==> src/rtl/mmio_ctrl_if.sv <==
// Core-side MMIO bus and UART handshake signals for mmio_ctrl.
// The br_* signals exist only when MMIO_BRANCH_CTR_EN is defined.
interface mmio_ctrl_if #(
    parameter int WIDTH = 32
);
    logic [WIDTH-1:0] io_addr;
    logic [WIDTH-1:0] io_wdata;
    logic             io_re;
    logic             io_we;
    logic [WIDTH-1:0] io_rdata;
    logic             io_stall;
    logic             instr_retire;
    logic [7:0]       uart_rx_data;
    logic             uart_rx_valid;
    logic             uart_rx_ready;
    logic [7:0]       uart_tx_data;
    logic             uart_tx_valid;
    logic             uart_tx_ready;
`ifdef MMIO_BRANCH_CTR_EN
    logic             br_retire;
    logic             br_mispredict;
`endif

    modport slave (
        input  io_addr, io_wdata, io_re, io_we, instr_retire,
        input  uart_rx_data, uart_rx_valid, uart_tx_ready,
`ifdef MMIO_BRANCH_CTR_EN
        input  br_retire, br_mispredict,
`endif
        output io_rdata, io_stall, uart_rx_ready, uart_tx_data, uart_tx_valid
    );

    modport master (
        output io_addr, io_wdata, io_re, io_we, instr_retire,
        output uart_rx_data, uart_rx_valid, uart_tx_ready,
`ifdef MMIO_BRANCH_CTR_EN
        output br_retire, br_mispredict,
`endif
        input  io_rdata, io_stall, uart_rx_ready, uart_tx_data, uart_tx_valid
    );
endinterface

==> src/rtl/mmio_ctrl.sv <==
// MMIO controller for the 0x8xxx_xxxx region: UART status/RX/TX, cycle and instret counters.
// Optional branch counters (0x1C, 0x20) are built when MMIO_BRANCH_CTR_EN is defined.
module mmio_ctrl #(
    parameter int WIDTH = 32,
    parameter int CTR_W = 32
) (
    input logic        clk,
    input logic        rst,
    mmio_ctrl_if.slave bus
);
    typedef enum logic {TX_IDLE, TX_PEND} tx_state_t;

    tx_state_t        tx_state;
    logic [7:0]       tx_data;
    logic [WIDTH-1:0] rdata;
    logic [WIDTH-1:0] rd_mux;
    logic [CTR_W-1:0] cycle_ctr;
    logic [CTR_W-1:0] instr_ctr;
    logic             io_sel;
    logic [7:0]       off;
    logic             tx_pend;
    logic             wr_tx;
    logic             wr_clr;
    logic             rd_rx;
    logic             unused_bits;

    assign io_sel  = (bus.io_addr[31:30] == 2'b10);
    assign off     = bus.io_addr[7:0];
    assign tx_pend = (tx_state == TX_PEND);
    assign wr_tx   = io_sel & bus.io_we & (off == 8'h08);
    assign wr_clr  = io_sel & bus.io_we & (off == 8'h18);
    assign rd_rx   = io_sel & bus.io_re & (off == 8'h04);

    assign unused_bits = ^{bus.io_addr[WIDTH-1:8], bus.io_wdata[WIDTH-1:8]};

    // Store is held only when the buffer is full and the UART does not drain it this cycle.
    assign bus.io_stall      = wr_tx & tx_pend & ~bus.uart_tx_ready;
    assign bus.uart_rx_ready = rd_rx & bus.uart_rx_valid;
    assign bus.uart_tx_valid = tx_pend;
    assign bus.uart_tx_data  = tx_data;
    assign bus.io_rdata      = rdata;

    always_ff @(posedge clk) begin
        if (rst) begin
            tx_state <= TX_IDLE;
            tx_data  <= 8'h00;
        end else begin
            case (tx_state)
                TX_IDLE: begin
                    if (wr_tx) begin
                        tx_data  <= bus.io_wdata[7:0];
                        tx_state <= TX_PEND;
                    end
                end
                TX_PEND: begin
                    if (bus.uart_tx_ready) begin
                        if (wr_tx) begin
                            tx_data  <= bus.io_wdata[7:0];
                            tx_state <= TX_PEND;
                        end else begin
                            tx_state <= TX_IDLE;
                        end
                    end
                end
                default: tx_state <= TX_IDLE;
            endcase
        end
    end

    // Clear wins over a same-cycle increment.
    always_ff @(posedge clk) begin
        if (rst || wr_clr) begin
            cycle_ctr <= '0;
            instr_ctr <= '0;
        end else begin
            cycle_ctr <= cycle_ctr + 1'b1;
            instr_ctr <= instr_ctr + CTR_W'(bus.instr_retire);
        end
    end

`ifdef MMIO_BRANCH_CTR_EN
    logic [CTR_W-1:0] br_ctr;
    logic [CTR_W-1:0] mispred_ctr;

    always_ff @(posedge clk) begin
        if (rst || wr_clr) begin
            br_ctr      <= '0;
            mispred_ctr <= '0;
        end else begin
            br_ctr      <= br_ctr + CTR_W'(bus.br_retire);
            mispred_ctr <= mispred_ctr + CTR_W'(bus.br_retire & bus.br_mispredict);
        end
    end
`endif

    always_comb begin
        rd_mux = '0;
        if (io_sel) begin
            case (off)
                8'h00: rd_mux = WIDTH'({bus.uart_rx_valid, ~tx_pend});
                8'h04: rd_mux = WIDTH'(bus.uart_rx_data);
                8'h10: rd_mux = WIDTH'(cycle_ctr);
                8'h14: rd_mux = WIDTH'(instr_ctr);
`ifdef MMIO_BRANCH_CTR_EN
                8'h1C: rd_mux = WIDTH'(br_ctr);
                8'h20: rd_mux = WIDTH'(mispred_ctr);
`endif
                default: rd_mux = '0;
            endcase
        end
    end

    // Registered read port: same 1-cycle latency as DMEM/BIOS, holds between loads.
    always_ff @(posedge clk) begin
        if (rst) begin
            rdata <= '0;
        end else if (bus.io_re) begin
            rdata <= rd_mux;
        end
    end
endmodule

==> src/flat_wrapper.sv <==
// flat-port wrapper written by rule: the top's interface ports become plain ports
module mmio_ctrl_flat 
#(
    parameter int WIDTH = 32,
    parameter int CTR_W = 32
)
  (clk, rst, bus_io_addr, bus_io_wdata, bus_io_re, bus_io_we, bus_instr_retire, bus_uart_rx_data, bus_uart_rx_valid, bus_uart_tx_ready, bus_io_rdata, bus_io_stall, bus_uart_rx_ready, bus_uart_tx_data, bus_uart_tx_valid);
  mmio_ctrl_if #(.WIDTH(WIDTH)) bus_i ();
  input logic clk;
  input logic rst;
  input wire logic [$bits(bus_i.io_addr)-1:0] bus_io_addr;
  input wire logic [$bits(bus_i.io_wdata)-1:0] bus_io_wdata;
  input wire logic [$bits(bus_i.io_re)-1:0] bus_io_re;
  input wire logic [$bits(bus_i.io_we)-1:0] bus_io_we;
  input wire logic [$bits(bus_i.instr_retire)-1:0] bus_instr_retire;
  input wire logic [$bits(bus_i.uart_rx_data)-1:0] bus_uart_rx_data;
  input wire logic [$bits(bus_i.uart_rx_valid)-1:0] bus_uart_rx_valid;
  input wire logic [$bits(bus_i.uart_tx_ready)-1:0] bus_uart_tx_ready;
  output wire logic [$bits(bus_i.io_rdata)-1:0] bus_io_rdata;
  output wire logic [$bits(bus_i.io_stall)-1:0] bus_io_stall;
  output wire logic [$bits(bus_i.uart_rx_ready)-1:0] bus_uart_rx_ready;
  output wire logic [$bits(bus_i.uart_tx_data)-1:0] bus_uart_tx_data;
  output wire logic [$bits(bus_i.uart_tx_valid)-1:0] bus_uart_tx_valid;
  assign bus_i.io_addr = bus_io_addr;
  assign bus_i.io_wdata = bus_io_wdata;
  assign bus_i.io_re = bus_io_re;
  assign bus_i.io_we = bus_io_we;
  assign bus_i.instr_retire = bus_instr_retire;
  assign bus_i.uart_rx_data = bus_uart_rx_data;
  assign bus_i.uart_rx_valid = bus_uart_rx_valid;
  assign bus_i.uart_tx_ready = bus_uart_tx_ready;
  assign bus_io_rdata = bus_i.io_rdata;
  assign bus_io_stall = bus_i.io_stall;
  assign bus_uart_rx_ready = bus_i.uart_rx_ready;
  assign bus_uart_tx_data = bus_i.uart_tx_data;
  assign bus_uart_tx_valid = bus_i.uart_tx_valid;
  mmio_ctrl #(.WIDTH(WIDTH), .CTR_W(CTR_W)) u_core (.clk(clk), .rst(rst), .bus(bus_i));
endmodule
==> config.mk <==
export PLATFORM = sky130hd
export DESIGN_NAME = mmio_ctrl_flat
export DESIGN_NICKNAME = d
export VERILOG_FILES = /design/src/rtl/mmio_ctrl_if.sv /design/src/rtl/mmio_ctrl.sv /design/src/flat_wrapper.sv
export SDC_FILE = /design/constraint.sdc
export NUM_CORES = 1
export LEC_CHECK = 0
export ABC_AREA = 1
export BUFFER_PORTS_ARGS = -buffer_cell sky130_fd_sc_hd__buf_2
export CAP_MARGIN = 20
export CORE_ASPECT_RATIO = 0.7
export CORE_MARGIN = 10
export CORE_UTILIZATION = 55
export CTS_CLUSTER_DIAMETER = 60
export CTS_CLUSTER_SIZE = 20
export DETAILED_ROUTE_END_ITERATION = 10
export PLACE_DENSITY = 0.91
export SLEW_MARGIN = 10
export SYNTH_ARGS = -nofsm -noshare
export SYNTH_HDL_FRONTEND = slang
export SYNTH_SLANG_ARGS = --single-unit
==> constraint.sdc <==
create_clock -name clk -period 3.8 [get_ports clk]
set_clock_uncertainty 0.15 [all_clocks]
set_input_delay 0.95 -clock clk [delete_from_list [all_inputs] [get_ports clk]]
set_output_delay 0.95 -clock clk [all_outputs]
set_load 0.1 [all_outputs]
==> results.toml <==
[floorplan]
io_pins = 122
num_rows = 30
fp.dieH_um = 104
core_area_mm2 = 0.00972
die_area_mm2 = 0.0144
start_util_pct = 56.4
die-width_um = 139

[yosys]
synth_compound_gate_area_share_pct = 9.36
synth_top_family_by_area = "simple AND/OR/NAND/NOR gates"
yosys_warnings = 0
synth_adder_area_share_pct = 0.685
synthesis.nets = 924
ys_ff_latch = 105
synth_cells = 842
ys_seq_area_share_pct = 38.3
synthMuxAreaShare_pct = 0
synth.distinct_cells = 35
synth-xor-area-share_pct = 1.76
syn_area_per_cell_um2 = 6.51
synthSimpleGateAreaFrac_pct = 42.1
syn_area_mm2 = 0.00548

[pwr]
leakage_uw = 0.00240
peakVddDrop_v = 0.000227
power.density_mw_per_mm2 = 342

[setup_path]
r2r_start = "u_core.instr_ctr[0]"
cp_max_fo = 11
critPathCaptureType = "output port"
startpoint_type = "primary input"
arrival_ns = 2.35
crit_type = "in -> out"
crit_required_ns = 2.70
reg2reg_to = "u_core.instr_ctr[22]"
endpoint = "bus_uart_rx_ready"
crit_path_start = "bus_io_addr[7]"
r2r_slack_ns = 1.92
worstRegToRegCells = 11

[place]
port_buffers = 75
dpl_cell_area_mm2 = 0.00593
place_congestion = 0.939
hpwl_mm = 11.1
place_ws_ns = 0.364

[detailed_routing]
drt_first_pass_iters = 5
routedWlPerCell_um = 14.2
ant_nets = 0
route.detailed.drc = 0
drt-total-wl_mm = 14.8
drt_iter0_drc = 717
viasPerCell = 5.38
via_count = 5581

[cts]
holdBufCountCts = 0
clkTransAtPathRegs_ns = 0.07
cts-root-buf = "clkbuf_16"
cts_buffer_depth = 2
cts_resized = 0
clock-sinks = 105
tritoncts = "yes"
clkLatencyLatePin_ns = 0.36
post_cts_buffers = 0
numCtsBuffers = 9
cts_max_level = 3

[global_routing]
grt_antenna_before_repair = 0
grt_use_total_pct = 19.7
grt_pass1_wl_mm = 24.2
first_global_vias = 4997
grt_overflow = 0
grt_use_met3_pct = 4.84
grtUsageMet2_pct = 29.8
grtUsageMet1_pct = 27.3
busiest_layer = "met2"
grt_max_degree = 52

[worst_hold_path]
hp-class = "reg -> reg"

[job]
max_cap_viol_count = 0

[status]
status = "completed"

[sta]
setup_viol = 0
period_minus_slack_ns = 3.45
rsz0062_at_grt = "false"
hold_slack_ns = 0.293
slew_headroom_pct = 31.9
finalSetupTns_ns = 0
worstMarginPinSlew_ns = 1.02
final-hold-violation-count = 0
finalCritPeriodShare_pct = 90.9
max_freq_ghz = 0.290
setup_slack_ns = 0.346
drv_slew = 0

[final_layout]
syn2layout_area_growth_pct = 13.6
regArea_mm2 = 0.00210
final_nets = 989
drive_gt1_share_pct = 15.4
fill_cells = 835
final_cell_area_mm2 = 0.00623
multi_input_area_mm2 = 0.00297
diodes = 0
==> registers in the layout (all words and copies together), names as in the netlist <==
| name | flops |
|---|---|
| u_core.bus.uart_tx_data | 8 |
| u_core.cycle_ctr | 32 |
| u_core.instr_ctr | 32 |
| u_core.bus.io_rdata | 32 |
| u_core.bus.uart_tx_valid | 1 |
==> per-stage QoR <==
stage / utilization, % / std cells / total power, uW
2_1_floorplan: - / 842 / 1180
3_3_place_gp: 61.0 / 1024 / 1210
3_5_place_dp: 61.0 / 1024 / 1210
4_1_cts: 64.1 / 1038 / 2130
5_1_grt: 64.1 / 1038 / 2180
6_report: 64.1 / 1038 / 2130
==> report_power, final <==
group	internal (uW)	switching, uW
Sequential	1100	5.01
Clock	524	420
Combinational	26.2	50.7
Total	1650	476
==> worst min-delay path by stage <==
| stage | start | end | slack, ns | cells past startpoint |
|---|---|---|---|---|
| 2_1_floorplan | u_core.cycle_ctr[0] | u_core.cycle_ctr[0] | 0.28 | 1 |
| 5_1_grt | u_core.bus.uart_tx_data[3] | u_core.bus.uart_tx_data[3] | 0.32 | 2 |
| 3_5_place_dp | u_core.bus.uart_tx_data[2] | u_core.bus.uart_tx_data[2] | 0.28 | 2 |
| 3_3_place_gp | u_core.bus.uart_tx_data[3] | u_core.bus.uart_tx_data[3] | 0.28 | 2 |
| 6_report | u_core.bus.uart_tx_data[2] | u_core.bus.uart_tx_data[2] | 0.29 | 2 |
| 4_1_cts | u_core.bus.uart_tx_data[2] | u_core.bus.uart_tx_data[2] | 0.29 | 2 |
==> cell families (layout without fill, tap and decap cells) <==
| group | Yosys count | after routing |
|---|---|---|
| AOI/OAI and AO/OA | 101 | 101 |
| xor gates and xnor gates | 11 | 11 |
| adders and majority gates | 3 | 3 |
| buffers and inverters | 101 | 169 |
| DFF | 105 | 105 |
| and+or+nand+nor | 521 | 521 |
==> per-layer routing <==
metal	vias up	share of wire [%]
li1	2798	-
met1	2515	45
met2	242	43
met3	26	10
met4	0	1.5
met5	-	0
==> cell usage after synthesis (all sizes together) <==
library cell / instances / share of area (%)
and3: 2 / 0.23
nand4: 15 / 2.0
nand3b: 10 / 1.4
a31oi: 1 / 0.11
o2bb2ai: 1 / 0.16
buf: 18 / 2.1
nor3b: 4 / 0.55
o21a: 1 / 0.14
xor2: 9 / 1.4
dfxtp: 105 / 38
nand2: 304 / 21
ha: 3 / 0.68
a21oi: 79 / 7.2
nor3: 24 / 2.7
or2: 6 / 0.68
nand3: 44 / 4.2
xnor2: 2 / 0.32
clkbuf: 7 / 0.48
o21ai: 19 / 1.7
inv: 76 / 5.2
nor2: 112 / 9.2
==> layout make-up <==
cell class	instances	area share (%)
timing repair buffer	79	6.71
tap	128	2.57
multi-input combinational	636	47.7
sequential	105	33.8
inverter	76	4.58
clock inverter	4	0.864
clock buffer	10	3.84
==> worst max-delay path, cell delays in order <==
cell and delay, ns:
buf_2 0.10, nor2_1 0.16, nand2_1 0.11, inv_1 0.26, nand2_1 0.15, nor3b_4 0.18, buf_2 0.44
==> cells in the final DEF, fill, tap and decap left out, types with 2 or more instances in the layout <==
| cell | count |
|---|---|
| nand3b_1 | 10 |
| buf_2 | 75 |
| nand2_1 | 297 |
| nand3_1 | 42 |
| buf_4 | 3 |
| ha_1 | 3 |
| inv_2 | 14 |
| nor2_4 | 7 |
| dfxtp_1 | 105 |
| nor2_2 | 7 |
| nor3_1 | 20 |
| nor3b_1 | 3 |
| nand3_2 | 2 |
| clkinvlp_4 | 2 |
| xor2_1 | 9 |
| or2_2 | 3 |
| a21oi_1 | 79 |
| clkbuf_16 | 9 |
| nor2_1 | 97 |
| or2_0 | 3 |
| and3_1 | 2 |
| o21ai_0 | 15 |
| nand4_1 | 14 |
| inv_1 | 62 |
| nand2_2 | 6 |
| o21ai_1 | 4 |
| nor3_2 | 3 |
| xnor2_1 | 2 |
Note: power is estimated with default switching activity, not from simulation.
